--- src/rtl/polyphase_pkg.sv ---
// Shared definitions for the polyphase FIR interpolator.
//   - default parameter values
//   - FSM state encoding
//   - round_sat(): round-half-up shift and saturation of an accumulator
package polyphase_pkg;

  localparam int PHASES_D = 2;
  localparam int TAPS_D   = 16;
  localparam int DW_D     = 16;
  localparam int CW_D     = 16;
  localparam int ACCW_D   = 40;
  localparam int FRAC_D   = 15;

  typedef enum logic [1:0] {IDLE, RUN, DRAIN, OUT} state_t;

  // Operates on a 64-bit sign-extended accumulator so one function serves
  // any ACCW/DW/FRAC combination; the caller narrows the result to DW bits.
  function automatic logic signed [63:0] round_sat(input logic signed [63:0] acc,
                                                   input int frac, input int dw);
    logic signed [63:0] sh, hi, lo;
    sh = (acc + (64'sd1 <<< (frac - 1))) >>> frac;
    hi = (64'sd1 <<< (dw - 1)) - 64'sd1;
    lo = -(64'sd1 <<< (dw - 1));
    if (sh > hi)      return hi;
    else if (sh < lo) return lo;
    else              return sh;
  endfunction

endpackage

--- src/rtl/polyphase_fir_sequencer_mac.sv ---
// Registered multiplier followed by an accumulator.
//   clk, reset_n : clock, synchronous active-low reset
//   i_mul_en     : register a new product this cycle
//   i_clr        : clear the accumulator (wins over accumulation)
//   i_a, i_b     : signed sample / coefficient operands
//   o_acc        : signed accumulator, ACCW bits
// A product registered on cycle n is added on cycle n+1; the one-bit
// valid pipe tracks which product register contents are live.
module polyphase_mac
  import polyphase_pkg::*;
#(
  parameter int DW   = DW_D,
  parameter int CW   = CW_D,
  parameter int ACCW = ACCW_D
)(
  input  logic                   clk,
  input  logic                   reset_n,
  input  logic                   i_mul_en,
  input  logic                   i_clr,
  input  logic signed [DW-1:0]   i_a,
  input  logic signed [CW-1:0]   i_b,
  output logic signed [ACCW-1:0] o_acc
);

  logic signed [DW+CW-1:0] r_prod;
  logic                    r_vld;
  logic signed [ACCW-1:0]  r_acc;

  always_ff @(posedge clk) begin
    if (!reset_n) begin
      r_prod <= '0;
      r_vld  <= 1'b0;
      r_acc  <= '0;
    end else begin
      r_vld <= i_mul_en;
      if (i_mul_en) r_prod <= (DW+CW)'(i_a) * (DW+CW)'(i_b);
      if (i_clr)      r_acc <= '0;
      else if (r_vld) r_acc <= r_acc + ACCW'(r_prod);
    end
  end

  assign o_acc = r_acc;

endmodule

--- src/rtl/polyphase_fir_sequencer.sv ---
// Time-shared polyphase FIR interpolator: each accepted sample yields PHASES
// outputs, each a TAPS-long dot product computed serially on one MAC.
//   clk, reset_n          : clock, synchronous active-low reset
//   data_in/valid_in/ready_in : input sample handshake (accepted only in IDLE)
//   data_out/valid_out/out_ready : output handshake, rounded + saturated
//   phase_out             : phase bank that produced data_out
//   coef_we/coef_phase/coef_tap/coef_wdata : coefficient write port
//   coef_err              : one-cycle pulse when a write is rejected
module polyphase_fir_sequencer
  import polyphase_pkg::*;
#(
  parameter  int PHASES = PHASES_D,
  parameter  int TAPS   = TAPS_D,
  parameter  int DW     = DW_D,
  parameter  int CW     = CW_D,
  parameter  int ACCW   = ACCW_D,
  parameter  int FRAC   = FRAC_D,
  localparam int PW     = (PHASES > 1) ? $clog2(PHASES) : 1,
  localparam int TW     = (TAPS > 1) ? $clog2(TAPS) : 1
)(
  input  logic                 clk,
  input  logic                 reset_n,
  input  logic signed [DW-1:0] data_in,
  input  logic                 valid_in,
  output logic                 ready_in,
  output logic signed [DW-1:0] data_out,
  output logic                 valid_out,
  input  logic                 out_ready,
  output logic [PW-1:0]        phase_out,
  input  logic                 coef_we,
  input  logic [PW-1:0]        coef_phase,
  input  logic [TW-1:0]        coef_tap,
  input  logic signed [CW-1:0] coef_wdata,
  output logic                 coef_err
);

  state_t r_state, w_next;

  logic [TW-1:0]        r_wr, r_newest, r_t, w_idx;
  logic [PW-1:0]        r_p;
  logic signed [DW-1:0] r_dline [TAPS];
  logic signed [CW-1:0] r_coef  [PHASES][TAPS];
  logic                 r_coef_err;
  logic signed [ACCW-1:0] w_acc;
  logic w_accept, w_last_phase, w_next_phase, w_coef_ok, w_clr, w_mul_en;

  assign w_accept     = (r_state == IDLE) && valid_in;
  assign w_last_phase = (r_p == PW'(PHASES - 1));
  assign w_next_phase = (r_state == OUT) && out_ready && !w_last_phase;
  // A sample arriving in the same cycle takes priority over a coefficient write.
  assign w_coef_ok    = (r_state == IDLE) && !valid_in;
  assign w_clr        = w_accept || w_next_phase;
  assign w_mul_en     = (r_state == RUN);

  // t=0 is the newest sample; walk backwards through the circular delay line.
  // For non-power-of-two TAPS the TW-bit wrap still lands in [0,TAPS).
  assign w_idx = (r_t <= r_newest) ? (r_newest - r_t)
                                   : (r_newest + TW'(TAPS) - r_t);

  // State register
  always_ff @(posedge clk) begin
    if (!reset_n) r_state <= IDLE;
    else          r_state <= w_next;
  end

  // Next-state logic
  always_comb begin
    w_next = r_state;
    case (r_state)
      IDLE:  if (valid_in) w_next = RUN;
      RUN:   if (r_t == TW'(TAPS - 1)) w_next = DRAIN;
      DRAIN: w_next = OUT;
      OUT:   if (out_ready) w_next = w_last_phase ? IDLE : RUN;
      default: w_next = IDLE;
    endcase
  end

  // Outputs; acc is frozen in OUT, so data_out holds under backpressure.
  always_comb begin
    ready_in  = 1'b0;
    valid_out = 1'b0;
    data_out  = '0;
    phase_out = '0;
    case (r_state)
      IDLE: ready_in = 1'b1;
      OUT: begin
        valid_out = 1'b1;
        data_out  = DW'(round_sat(64'(w_acc), FRAC, DW));
        phase_out = r_p;
      end
      default: ;
    endcase
  end

  // Delay line, coefficient file and schedule counters
  always_ff @(posedge clk) begin
    if (!reset_n) begin
      r_wr       <= '0;
      r_newest   <= '0;
      r_t        <= '0;
      r_p        <= '0;
      r_coef_err <= 1'b0;
      for (int i = 0; i < TAPS; i++) r_dline[i] <= '0;
      for (int ph = 0; ph < PHASES; ph++)
        for (int i = 0; i < TAPS; i++) r_coef[ph][i] <= '0;
    end else begin
      r_coef_err <= coef_we && !w_coef_ok;
      if (coef_we && w_coef_ok) r_coef[coef_phase][coef_tap] <= coef_wdata;
      if (w_accept) begin
        r_dline[r_wr] <= data_in;
        r_newest      <= r_wr;
        r_wr          <= (r_wr == TW'(TAPS - 1)) ? '0 : r_wr + 1'b1;
        r_p           <= '0;
        r_t           <= '0;
      end else if (r_state == RUN) begin
        r_t <= (r_t == TW'(TAPS - 1)) ? '0 : r_t + 1'b1;
      end else if (w_next_phase) begin
        r_p <= r_p + 1'b1;
        r_t <= '0;
      end
    end
  end

  assign coef_err = r_coef_err;

  polyphase_mac #(.DW(DW), .CW(CW), .ACCW(ACCW)) u_mac (
    .clk      (clk),
    .reset_n  (reset_n),
    .i_mul_en (w_mul_en),
    .i_clr    (w_clr),
    .i_a      (r_dline[w_idx]),
    .i_b      (r_coef[r_p][r_t]),
    .o_acc    (w_acc)
  );

endmodule
--- config.mk ---
export PLATFORM = sky130hd
export DESIGN_NAME = polyphase_fir_sequencer
export DESIGN_NICKNAME = d
export VERILOG_FILES = /design/src/rtl/polyphase_pkg.sv /design/src/rtl/polyphase_fir_sequencer_mac.sv /design/src/rtl/polyphase_fir_sequencer.sv
export SDC_FILE = /design/constraint.sdc
export NUM_CORES = 2
export LEC_CHECK = 0
export ABC_AREA = 1
export CORE_MARGIN = 2
export CORE_UTILIZATION = 55
export DETAILED_ROUTE_END_ITERATION = 10
export PLACE_DENSITY = 0.74
export SYNTH_ARGS = -nofsm -noshare
export SYNTH_HDL_FRONTEND = slang
export SYNTH_SLANG_ARGS = --single-unit
--- constraint.sdc ---
create_clock -name clk -period 9.5 [get_ports clk]
set_input_delay 1.425 -clock clk [delete_from_list [all_inputs] [get_ports clk]]
set_output_delay 1.425 -clock clk [all_outputs]
set_load 0.01 [all_outputs]
---- Word-level counts from Yosys, hierarchy flattened ----
Memories as Yosys holds them, arrays and structs flattened. A register that Yosys moved wholly into a read port is not among the register bits.
Cells that the tools add are included.
operators by class
  $add $sub $neg .......................... 6
  multiply operators ...................... 1
  order comparisons ....................... 5
  equality and inequality tests ........... 8
  mux-type cells .......................... 35
  bitwise operators ....................... 4
  reduce and logical (&&, ||, !) cells .... 19
operators with widths
  kind                                                          count
  two-way mux 256 bit                                           3
  OR reduction 256 bit                                          1
  two-way mux 16 bit                                            7
  binary-select mux 16 bit (select 4 bit)                       1
  demux 16 bit (select 4 bit)                                   1
  adder 40 x 16 -> 41 bit, second input constant                1
  adder 40 x 32 -> 40 bit                                       1
  multiplier 16 x 16 -> 32 bit                                  1
  > comparator 26 x 16 -> 1 bit, second input constant          1
  less-than comparator 26 x 16 -> 1 bit, second input constant  1
  two-way mux 4 bit                                             5
  OR reduction 16 bit                                           1
  two-way mux 1 bit                                             14
  >= comparator 5 bit, second input constant                    2
  inverter 4 -> 5 bit                                           2
  adder 4 x 1 -> 4 bit, second input constant                   2
  == test 4 bit, second input constant                          2
  one-hot mux 2 bit (4 select lines)                            1
  logical AND 1 bit                                             7
  two-way mux 2 bit                                             3
  != test 2 bit, second input constant                          3
  less-than comparator 5 x 1 -> 1 bit, second input constant    1
  == test 2 bit, second input constant                          2
  OR reduction 2 bit                                            2
  other kinds (10)                                              13
word-level totals
  register bits after elaboration ......... 89
  bits in writable memories ............... 768
  input port bits ......................... 42
  output and inout bits ................... 20
  word-level logic and storage cells ...... 89
  memories kept ........................... 2
memories
  name     words  bits a word  rd ports  clocked after memory_dff  wr ports  RTL line                       text
  r_coef   2      256          1         1                         2         polyphase_fir_sequencer.sv:42  logic signed [CW-1:0] r_coef [PHASES][TAPS];
  r_dline  16     16           1         0                         16        polyphase_fir_sequencer.sv:41  logic signed [DW-1:0] r_dline [TAPS];

---- Logic depth before layout (Yosys ltp) ----
  depth after elaboration ................. 8
  mapped depth ............................ 39
  gate-level depth less buffers ........... 36

---- Modules after synthesis ----
Synthesis repeated with hierarchy kept, for this count alone.
second synthesis, totals
  cell total of the unflattened synthesis .. 5555
  area total of the unflattened synthesis .. 50992.7 um^2
modules (own cells, without submodules)
  module                   instances  cells an instance  area an instance (um^2)  sequential area each (um^2)
  polyphase_fir_sequencer  1          3201               34738.3                  23402.4
  polyphase_mac            1          2354               16254.3                  1461.4

---- Least setup slack after synthesis ----
Ideal clock, no wire load.
  path type ............................... reg-to-reg
  start point ............................. register r_t[1]
  end point ............................... register u_mac.r_prod[29]
  setup time .............................. 0.115 ns
  arrival time ............................ 7.239 ns
  data required time ...................... 9.385 ns
  setup slack ............................. 2.145 ns
  stages on the path, launching flop included .. 33
  path buffers ............................ 5
  clock period less this slack ............ 7.355 ns
  path through ............................ dfxtp_1 -> buf_2 -> inv_2 -> buf_2 -> buf_2 -> fa_1 -> inv_2 -> clkbuf_1 -> a32oi_1 -> o21ai_0 -> nand2_1 -> o21ai_1 -> buf_2 -> nor2_2 -> fa_1 -> fa_1 -> fa_1 -> fa_1 -> fa_1 -> inv_1 -> fa_1 -> inv_1 -> ha_1 -> nand2_1 -> inv_1 -> nand3_1 -> nor3_1 -> and3_1 -> nand2_1 -> nand3_1 -> nand2_1 -> o21ai_0 -> inv_1
between the ends
  longest elaborated chain between the ends .. 5
  elaborated cells between the ends (all ways) .. 7
  classes of those cells .................. add/sub (1); mul (1); mux (3); bitwise (1); memory (1)
RTL lines
  what                                                               RTL line                           text
  from (decl)                                                        polyphase_fir_sequencer.sv:39      logic [TW-1:0] r_wr, r_newest, r_t, w_idx;
  from (signal assigned)                                             polyphase_fir_sequencer.sv:116     r_t <= (r_t == TW'(TAPS - 1)) ? '0 : r_t + 1'b1;
  branches (longest 4 deep; another with memory read (16 x 16 bit))  -
  multiplier 16 x 16 -> 32 bit (*)                                   polyphase_fir_sequencer_mac.sv:36  if (i_mul_en) r_prod <= (DW+CW)'(i_a) * (DW+CW)'(i_b);
  to (signal assigned)                                               polyphase_fir_sequencer_mac.sv:36
  to (decl)                                                          polyphase_fir_sequencer_mac.sv:25  logic signed [DW+CW-1:0] r_prod;
Mark *: on every way between the ends. The select of a mux whose other input is x is not followed.
A chain may end at the register's enable or synchronous reset.

---- Final worst setup path ----
  start point ............................. register r_t[1]
  end point ............................... register u_mac.r_prod[23]
The elaborated chain is that of the path after synthesis.

==> out/qor.txt <==
STA
--------------------------------------------------------------------------------------
Setup TNS ...............................................................         0 ns
Max-slew violation count ................................................            0
Final-report hold violation count .......................................            0
Post-route clock skew ...................................................    0.0211 ns
Unrepaired setup endpoints after global routing .........................        false
Headroom to the max-slew limit ..........................................        17.6%
Timing-limited maximum frequency ........................................    0.118 GHz
Actual transition at the worst max-transition pin .......................      1.23 ns
Final critical-path share of the clock period ...........................        89.5%
Setup violators final ...................................................            0
Final critical-path required period .....................................      8.51 ns

GRT
--------------------------------------------------------------------------------------
Grt peak-use layer ......................................................         met2
Global route total overflow .............................................            0
Met3 layer usage reported by global route ...............................        6.36%
GR Util met1 ............................................................        45.0%
Number of global-route vias before repair ...............................        38800
Global-route wire length before repair .................................. 229000 microns
Maximum number of pins on one net before global-route repair ............          166
GR met2 Demand/Resource .................................................        48.2%
Antenna violations before repair ........................................            1
Global-route usage over all layers ......................................        31.9%

CLOCKING
--------------------------------------------------------------------------------------
Cell at the root of the clock tree ......................................    clkbuf_16
Total CTS buffers .......................................................           90
Clock Pin Slew Worst Setup and Hold Paths ...............................      0.06 ns
Clock latency on the worst-skew pair ....................................      0.67 ns
Post-CTS setup-driven buffer insertion count ............................            0
# clock sinks ...........................................................          858
Gates resized, CTS repair ...............................................            0
TritonCTS clock tree ....................................................        built
CTS Hold Buffers Added ..................................................            0
H-tree level count ......................................................            3
Maximum buffer depth of the clock tree ..................................            3

SYNTH
--------------------------------------------------------------------------------------
Number of distinct standard cells referenced by the synthesized netlist .           54
Flop and latch count out of synthesis ...................................          858
Ys Warns ................................................................            0
Avg Synthesized Cell Area ...............................................   9.17 sq um
Synthesized Nets ........................................................         6008
Count of mapped cells out of synthesis ..................................         5569
Share of the yosys chip area belonging to registers .....................        48.7%
Area of the mapped netlist ..............................................  51100 sq um

CELLS AND AREA
--------------------------------------------------------------------------------------
Number of antenna diodes ................................................            0
Fraction of layout cells with a size suffix above 1 .....................        5.45%
Most used cells in the layout excluding fill and tap cells .............. nor2_1 (1179), nand2_1 (998), edfxtp_1 (768)
Most common cell after layout, fill and taps aside ......................       nor2_1
Area growth from synthesis to final layout ..............................        7.99%
Post-layout nets ........................................................         5955

DIE
--------------------------------------------------------------------------------------
Initial core utilization ................................................        55.6%
Cell row count ..........................................................          111
IO Pins .................................................................           62
Floorplan die area ......................................................  95300 sq um
Floorplan die height ....................................................  309 microns
Area of the placeable core ..............................................  91800 sq um
Chip Width ..............................................................  309 microns

ROUTING
--------------------------------------------------------------------------------------
Total via count after detailed routing ..................................        40600
WL final ................................................................ 151000 microns
Total DRC errors in the routed layout ...................................            0
WL/cell ................................................................. 22.1 microns
Vias per inst ...........................................................         5.95
Post-route antenna net violation count ..................................            0
First-pass DRT Iterations ...............................................            6
Initial DRC count .......................................................         5336

CRITICAL PATH
--------------------------------------------------------------------------------------
Largest fanout on the critical path .....................................           44
Worst EP required .......................................................     10.05 ns
Path type of the worst setup path .......................................   reg -> reg
Critical path endpoint category .........................................         flop
R2r setup slk ...........................................................      0.99 ns
Crit start category .....................................................         flop
Master of the slowest instance on the critical path .....................         fa_1
Critical Path Max Stage Delay ...........................................      0.63 ns
Source of the worst register-to-register timing path .................... r_t[1]$_SDFFE_PP0P_
Arr. time, crit path ....................................................      9.05 ns
Launch point of the critical path ....................................... r_t[1]$_SDFFE_PP0P_

JOB
--------------------------------------------------------------------------------------
Max-cap check violation count ...........................................            0

WORST HOLD PATH
--------------------------------------------------------------------------------------
Hold Path Class .........................................................   reg -> reg
Launch instance of the worst min-delay path ............................. u_mac.o_acc[0]$_SDFFE_PP0P_

PLACED DESIGN
--------------------------------------------------------------------------------------
Gpl congestion ..........................................................         1.00
Detailed placement HPWL ................................................. 101000 microns
Buffers on Ports ........................................................           61

STATUS
--------------------------------------------------------------------------------------
Result of the run ....................................................... finished clean

==> cells in the mapped netlist (all sizes together) <==
| library cell | instances | area share (%) |
|---|---|---|
| nor3 | 18 | 0.19 |
| a32o | 34 | 0.67 |
| and3 | 1 | 0.012 |
| clkinv | 3 | 0.022 |
| o221ai | 34 | 0.58 |
| ha | 132 | 3.2 |
| buf | 152 | 1.9 |
| nand3b | 1 | 0.015 |
| xor2 | 36 | 0.62 |
| a211oi | 2 | 0.029 |
| nor4 | 2 | 0.024 |
| a32oi | 26 | 0.45 |
| o21ai | 415 | 4.3 |
| o211ai | 27 | 0.45 |
| nand4 | 28 | 0.34 |
| nand3 | 184 | 1.9 |
| a31o | 1 | 0.017 |
| a21o | 7 | 0.10 |
| nand2 | 1008 | 7.5 |
| or2 | 3 | 0.037 |
| fa | 265 | 10 |
| nor3b | 1 | 0.015 |
| o31ai | 1 | 0.015 |
| a21oi | 199 | 1.9 |
| dfxtp | 90 | 3.5 |
| a22o | 7 | 0.12 |
| o21a | 4 | 0.059 |
| o22ai | 98 | 1.2 |
| clkbuf | 127 | 0.95 |
| nor2 | 1211 | 9.1 |
| a31oi | 3 | 0.037 |
| edfxtp | 768 | 45 |
| inv | 653 | 4.8 |
| a21boi | 3 | 0.044 |
| xnor2 | 12 | 0.22 |
| o21bai | 13 | 0.19 |
==> registers in the layout (all words and copies together) (netlist names), 2 cells and up, named ones only <==
signal	cells
r_state	2
r_newest	4
r_dline	256
r_coef	512
r_t	4
r_wr	4
u_mac.r_prod	32
u_mac.o_acc	40
==> final timing paths <==
path | to | cells after the start
worst max-delay path | u_mac.r_prod[23]$_SDFFE_PN0P_ | 28
worst min-delay path | u_mac.o_acc[0]$_SDFFE_PP0P_ | 2
worst max register to register | u_mac.r_prod[23]$_SDFFE_PN0P_ | 28
worst min register to register | u_mac.o_acc[0]$_SDFFE_PP0P_ | 2
==> critical path: cells and delay by family (launching register included) <==
kind                       cells  cell delay (ns)
buffers and inverters          9             1.37
AOI/OAI and AO/OA              3             1.03
adders and majority gates      8             3.78
DFF                            1             0.58
xor gates and xnor gates       1             0.47
and+or+nand+nor                7             1.12
==> metrics by stage <==
step / cell area (sq um) / hold slack (ns) / std cells / setup WS [ns] / utilization [%]
3_3_place_gp: 52500 / 0.453 / 6667 / 1.29 / 57.2
5_1_grt: 55200 / 0.501 / 6826 / 0.600 / 60.1
2_1_floorplan: 51100 / 0.435 / 5569 / 2.15 / -
4_1_cts: 55200 / 0.475 / 6826 / 1.17 / 60.1
3_5_place_dp: 52500 / 0.465 / 6667 / 1.21 / 57.2
6_report: 55200 / 0.471 / 6826 / 0.993 / 60.1
==> area by class of cell <==
class	count	area, sq um
repair buffers	134	1230
fillers	7744	36600
clock buffers	126	2440
inverters	656	2470
flip-flops and latches	858	24900
multi-input cells	3776	22400
well taps	1243	1560
clock inverters	33	240
==> routing by layer <==
metal,wire [microns],vias up
met4,6620,0
met3,18100,346
li1,-,18200
met1,59800,19600
met5,0,-
met2,66600,2478
==> kinds of logic (layout without fill, tap and decap cells) <==
logic type | Yosys count | in the layout | share of synthesized area, %
AO/OA/AOI/OAI | 874 | 874 | 10.2
XOR/XNOR | 48 | 48 | 0.838
adder cells (fa/ha/maj) | 397 | 397 | 13.6
buffers and inverters | 935 | 949 | 7.69
flip-flops | 858 | 858 | 48.7
AND/OR/NAND/NOR | 2457 | 2457 | 19.0
Power is left out: the tool's default activity adds up to more than one toggle a clock period on the data nets, which glitch-free logic cannot reach.
